File: src/rtl/rv32i_pkg.sv
// Shared RV32I pipeline constants: opcodes, bubble encoding, reset PC, forwarding
// selects and the IF/ID register control/payload types.
package rv32i_pkg;

  localparam logic [6:0] OP_LUI    = 7'b0110111;
  localparam logic [6:0] OP_AUIPC  = 7'b0010111;
  localparam logic [6:0] OP_JAL    = 7'b1101111;
  localparam logic [6:0] OP_JALR   = 7'b1100111;
  localparam logic [6:0] OP_BRANCH = 7'b1100011;
  localparam logic [6:0] OP_LOAD   = 7'b0000011;
  localparam logic [6:0] OP_STORE  = 7'b0100011;
  localparam logic [6:0] OP_IMM    = 7'b0010011;
  localparam logic [6:0] OP_OP     = 7'b0110011;

  // addi x0,x0,0: OP-IMM with rs1=x0, so the hazard unit never stalls on it
  localparam logic [31:0] NOP_INST     = 32'h0000_0013;
  localparam logic [31:0] RESET_PC_DEF = 32'h0000_0000;

  typedef enum logic [1:0] {
    FWD_NONE = 2'b00,
    FWD_EM   = 2'b01,
    FWD_MW   = 2'b10
  } fwd_e;

  typedef enum logic [1:0] {
    FD_HOLD  = 2'b00,
    FD_FLUSH = 2'b01,
    FD_LOAD  = 2'b10
  } fd_ctrl_e;

  typedef struct packed {
    logic [31:0] inst;
    logic [31:0] pc;
    logic        valid;
  } fd_t;

endpackage

File: src/rtl/rv32i_fd_reg.sv
// IF/ID pipeline register with hold/flush/load control and decode-field extraction.
module rv32i_fd_reg
  import rv32i_pkg::*;
#(
  parameter logic [31:0] NOP = NOP_INST
) (
  input  logic        clk,
  input  logic        rst,
  input  fd_ctrl_e    ctrl,
  input  logic [31:0] inst_in,
  input  logic [31:0] pc_in,
  output logic [31:0] fd_inst,
  output logic [31:0] fd_pc,
  output logic [31:0] fd_pc4,
  output logic        fd_valid,
  output logic [6:0]  fd_op,
  output logic [4:0]  fd_rd,
  output logic [4:0]  fd_rs1,
  output logic [4:0]  fd_rs2
);

  fd_t fd_q, fd_d;

  always_comb begin
    fd_d = fd_q;
    unique case (ctrl)
      FD_FLUSH: fd_d = '{inst: NOP, pc: pc_in, valid: 1'b0};
      FD_LOAD:  fd_d = '{inst: inst_in, pc: pc_in, valid: 1'b1};
      default:  fd_d = fd_q;
    endcase
  end

  always_ff @(posedge clk or posedge rst) begin
    if (rst) fd_q <= '{inst: NOP, pc: 32'h0, valid: 1'b0};
    else     fd_q <= fd_d;
  end

  assign fd_inst  = fd_q.inst;
  assign fd_pc    = fd_q.pc;
  assign fd_pc4   = fd_q.pc + 32'd4;
  assign fd_valid = fd_q.valid;
  assign fd_op    = fd_q.inst[6:0];
  assign fd_rd    = fd_q.inst[11:7];
  assign fd_rs1   = fd_q.inst[19:15];
  assign fd_rs2   = fd_q.inst[24:20];

endmodule

File: src/rtl/rv32i_if_stage.sv
// RV32I fetch stage: PC register, next-PC priority (redirect > stall > mem wait > fetch),
// IF/ID register and fetch/bubble performance counters.
module rv32i_if_stage
  import rv32i_pkg::*;
#(
  parameter logic [31:0] RESET_PC = RESET_PC_DEF,
  parameter logic [31:0] NOP_INST = rv32i_pkg::NOP_INST
) (
  input  logic        clk,
  input  logic        rst,
  input  logic        stall,
  input  logic        redirect,
  input  logic [31:0] redirect_pc,
  input  logic [31:0] imem_rdata,
  input  logic        imem_ready,
  output logic [31:0] imem_addr,
  output logic [31:0] FD_inst,
  output logic [31:0] FD_pc,
  output logic [31:0] FD_pc4,
  output logic        FD_valid,
  output logic [6:0]  FD_OP,
  output logic [4:0]  FD_rd,
  output logic [4:0]  FD_rs1,
  output logic [4:0]  FD_rs2,
  output logic [31:0] fetch_cnt,
  output logic [31:0] bubble_cnt
);

  localparam logic [31:0] ALIGN_MASK = 32'hFFFF_FFFC;

  logic [31:0] pc_q, pc_d;
  logic [31:0] fetch_cnt_q, fetch_cnt_d;
  logic [31:0] bubble_cnt_q, bubble_cnt_d;
  fd_ctrl_e    fd_ctrl;

  always_comb begin
    pc_d         = pc_q;
    fetch_cnt_d  = fetch_cnt_q;
    bubble_cnt_d = bubble_cnt_q;
    fd_ctrl      = FD_HOLD;
    // A redirect overrides stall: the FD instruction is wrong-path either way
    if (redirect) begin
      pc_d         = redirect_pc & ALIGN_MASK;
      fd_ctrl      = FD_FLUSH;
      bubble_cnt_d = bubble_cnt_q + 32'd1;
    end else if (stall) begin
      fd_ctrl = FD_HOLD;
    end else if (!imem_ready) begin
      fd_ctrl      = FD_FLUSH;
      bubble_cnt_d = bubble_cnt_q + 32'd1;
    end else begin
      pc_d        = pc_q + 32'd4;
      fd_ctrl     = FD_LOAD;
      fetch_cnt_d = fetch_cnt_q + 32'd1;
    end
  end

  always_ff @(posedge clk or posedge rst) begin
    if (rst) begin
      pc_q         <= RESET_PC & ALIGN_MASK;
      fetch_cnt_q  <= 32'h0;
      bubble_cnt_q <= 32'h0;
    end else begin
      pc_q         <= pc_d;
      fetch_cnt_q  <= fetch_cnt_d;
      bubble_cnt_q <= bubble_cnt_d;
    end
  end

  rv32i_fd_reg #(.NOP(NOP_INST)) u_fd_reg (
    .clk      (clk),
    .rst      (rst),
    .ctrl     (fd_ctrl),
    .inst_in  (imem_rdata),
    .pc_in    (pc_q),
    .fd_inst  (FD_inst),
    .fd_pc    (FD_pc),
    .fd_pc4   (FD_pc4),
    .fd_valid (FD_valid),
    .fd_op    (FD_OP),
    .fd_rd    (FD_rd),
    .fd_rs1   (FD_rs1),
    .fd_rs2   (FD_rs2)
  );

  assign imem_addr  = pc_q;
  assign fetch_cnt  = fetch_cnt_q;
  assign bubble_cnt = bubble_cnt_q;

endmodule

File: config.mk
export PLATFORM = sky130hd
export DESIGN_NAME = rv32i_if_stage
export DESIGN_NICKNAME = d
export VERILOG_FILES = /design/src/rtl/rv32i_pkg.sv /design/src/rtl/rv32i_fd_reg.sv /design/src/rtl/rv32i_if_stage.sv
export SDC_FILE = /design/constraint.sdc
export NUM_CORES = 1
export LEC_CHECK = 0
export BUFFER_PORTS_ARGS = -buffer_cell sky130_fd_sc_hd__buf_2
export CAP_MARGIN = 20
export CORE_MARGIN = 2
export CORE_UTILIZATION = 45
export CTS_BUF_LIST = sky130_fd_sc_hd__clkbuf_16
export DETAILED_ROUTE_END_ITERATION = 8
export GPL_TIMING_DRIVEN = 0
export PLACE_DENSITY_LB_ADDON = 0.3
export SYNTH_ARGS = -nofsm -noshare
export SYNTH_HDL_FRONTEND = slang
export SYNTH_SLANG_ARGS = --single-unit
File: constraint.sdc
create_clock -name clk -period 6.38 [get_ports clk]
set_clock_uncertainty 0.05 [all_clocks]
set_input_delay 0.957 -clock clk [delete_from_list [all_inputs] [get_ports clk]]
set_output_delay 0.957 -clock clk [all_outputs]
set_load 0.05 [all_outputs]
==> flow_summary.json <==
{
  "status": "complete, no violations",
  "cts_tree": "built",
  "cts_sinks": 157,
  "final_common_cell": "buf_2",
  "critPathKind": "reg2out",
  "synth-compound-area-share_pct": 7.54,
  "hold_viol_final": 0,
  "hold_depth": 2,
  "final_cell_mix": "280 x buf_2, 154 x dfrtp_1, 135 x nand2_1",
  "finalCriticalPeriod_ps": 3580,
  "grt_usage_pct": 22.8,
  "wirelength_um": 21500,
  "fin_area_um2": 10200,
  "ys.flop_type": "dfrtp_1",
  "synthMuxAreaShare_pct": 0.270,
  "arrival_ps": 2580,
  "maxSlewHeadroom_pct": 30.7,
  "cts_buffers": 17,
  "drt_iter0_markers": 459,
  "die-area_um2": 18600,
  "clk_pin_slew_worst_paths_ps": 70,
  "cts-root-buf": "clkbuf_16",
  "worst-endpoint-required_ps": 5370,
  "dieHeight_um": 136,
  "clk_latency_ps": 420,
  "die_w_um": 136,
  "routed_via_density": 5.17,
  "num_vias": 6918,
  "io_pins": 284,
  "yosysSeqAreaShare_pct": 49.9,
  "dpl_cell_area_um2": 9590,
  "cts_setup_buffers": 0,
  "drive_above_1_share_pct": 35.1,
  "crit_fanout": 9,
  "tightest_slew_ps": 1030,
  "synth_top_family_by_area": "simple AND/OR/NAND/NOR gates",
  "ctsHoldBuffers": 0,
  "area_growth_pct": 29.0,
  "synth_cells": 796,
  "antenna_left": 0,
  "rr_worst_depth": 5,
  "min_from": "u_fd_reg.fd_valid$_DFFE_PP0P_",
  "powerDensity_nw_per_um2": 303,
  "routedWlPerCell_um": 16.1,
  "nets": 1169,
  "cts_resized": 0,
  "ys_types": 50,
  "async_flop_share_pct": 100,
  "r2r-end": "imem_addr[21]$_DFFE_PP0N_",
  "timing.final.crit_share_pct": 56.2,
  "antenna_found_initial": 4,
  "synth_area_um2": 7880,
  "setup_viol": 0,
  "io_buffers": 274,
  "synth_fa_ha_area_share_pct": 0.635,
  "max_cap_violations": 0,
  "rrSetupSlack_ps": 4100,
  "max-clock-path-buffers": 2,
  "ys_ff_latch": 157,
  "max_freq_mhz": 279,
  "syn_avg_cell_area_um2": 9.90,
  "coreArea_um2": 17200,
  "yosys.area_share.xor_xnor_pct": 11.2,
  "grt_pass1_wl_um": 33400,
  "place_hpwl_um": 15700,
  "grt_pass1_vias": 6397,
  "cp-start-kind": "register",
  "grt_max_degree": 81,
  "h-tree-depth": 4,
  "dp_slack_ps": 3250,
  "gp_congestion": 0.884,
  "hp-class": "reg2reg",
  "ir_worst_vdd_mv": 0.194,
  "r2r-start": "imem_addr[7]$_DFFE_PP0N_",
  "drc": 0,
  "start_util_pct": 45.7,
  "min_to": "u_fd_reg.fd_valid$_DFFE_PP0P_",
  "grt_setup_unrepaired": "false",
  "end_kind": "primary output",
  "rows": 48,
  "drv_slew": 0,
  "synth-simple-area-share_pct": 22.2,
  "synth-edff-count": 0,
  "first_pass_iters": 4,
  "fillCellCount": 1560,
  "grt_overflow": 0,
  "yosysWarnings": 0,
  "p_leak_nw": 5.07,
  "setup_ws_ps": 2800
}
==> critical path, stage by stage (launching register included) <==
cell and delay, ps:
dfrtp_1 480, nand4_1 200, nor4_2 790, nand4_1 210, xnor2_1 190, buf_2 280
==> sequential cells by signal, summed over array words and instances, names as in the netlist <==
| name | flops |
|---|---|
| bubble_cnt | 32 |
| fetch_cnt | 32 |
| u_fd_reg.fd_inst | 32 |
| imem_addr | 30 |
| u_fd_reg.fd_pc | 30 |
| u_fd_reg.fd_valid | 1 |
==> stage by stage <==
stage	setup TNS (ps)	total power, mW	hold WS [ps]	instances	utilization (%)
after detailed placement	0	2.12	417	1302	55.7
after global placement	-104800	2.10	406	1300	55.4
after global routing	0	3.21	458	1337	59.0
after CTS	0	3.10	432	1334	58.9
final	0	3.08	430	1337	59.0
after floorplan	0	1.89	428	801	-
==> worst max-delay path by stage <==
stage                                              start                              to  cells past startpoint
final                     u_fd_reg.fd_pc[11]$_DFFE_PP0P_                      FD_pc4[31]                      5
after global placement                               rst  u_fd_reg.fd_pc[25]$_DFFE_PP0P_                      2
after CTS                 u_fd_reg.fd_pc[11]$_DFFE_PP0P_                      FD_pc4[25]                      5
after global routing      u_fd_reg.fd_pc[11]$_DFFE_PP0P_                      FD_pc4[26]                      5
after detailed placement  u_fd_reg.fd_pc[11]$_DFFE_PP0P_                      FD_pc4[25]                      5
after floorplan                                      rst       bubble_cnt[0]$_DFFE_PP0P_                      1
==> area by class of cell <==
type | count | area [um2] | share of cell area, %
antenna | 3 | 7.51 | 0.0739
clock inverter | 15 | 138 | 1.35
buffer | 95 | 603 | 5.93
clock buffer | 17 | 425 | 4.19
multi-input combinational | 538 | 3320 | 32.7
sequential | 157 | 3930 | 38.7
timing repair buffer | 276 | 1400 | 13.8
inverter | 11 | 48.8 | 0.480
tap | 225 | 282 | 2.77
==> per-layer routing <==
layer / GRT usage [%] / routed length [um] / vias up
li1: - / - / 3322
met2: 35.0 / 10200 / 234
met1: 31.9 / 9720 / 3338
met4: 7.29 / 328 / 0
met3: 5.44 / 1310 / 24
met5: 0 / 0 / -
==> logic make-up after synthesis <==
family | after synthesis
AOI/OAI and AO/OA | 82
xor gates and xnor gates | 101
adders and majority gates | 4
buffers and inverters | 106
DFF | 157
muxes | 2
other | 1
and+or+nand+nor | 343
==> synthesized netlist by cell type, types with 6 or more instances <==
cell type  instances  area share [%]
o21ai_0           22             1.4
nand2_1          135             6.4
nand4_1           40             3.2
a31oi_1           12            0.95
inv_1             11            0.52
and4_1             9             1.0
o31ai_1            6            0.57
xnor2_1           77             8.6
or4_1             15             1.4
or3_1              6            0.48
buf_4             58             5.5
clkbuf_1          27             1.3
nor2_1            25             1.2
dfrtp_1          154              49
and3_1            15             1.2
xor2_1            24             2.7
nor3_1            14            0.89
nand3_1           56             3.6
a22o_1            29             3.2
==> power by group <==
part	total [mW]	switching (mW)	internal (mW)
Clock	0.979	0.437	0.542
Sequential	1.24	0.146	1.09
Combinational	0.864	0.640	0.224
Note: power is estimated with default switching activity, not from simulation.
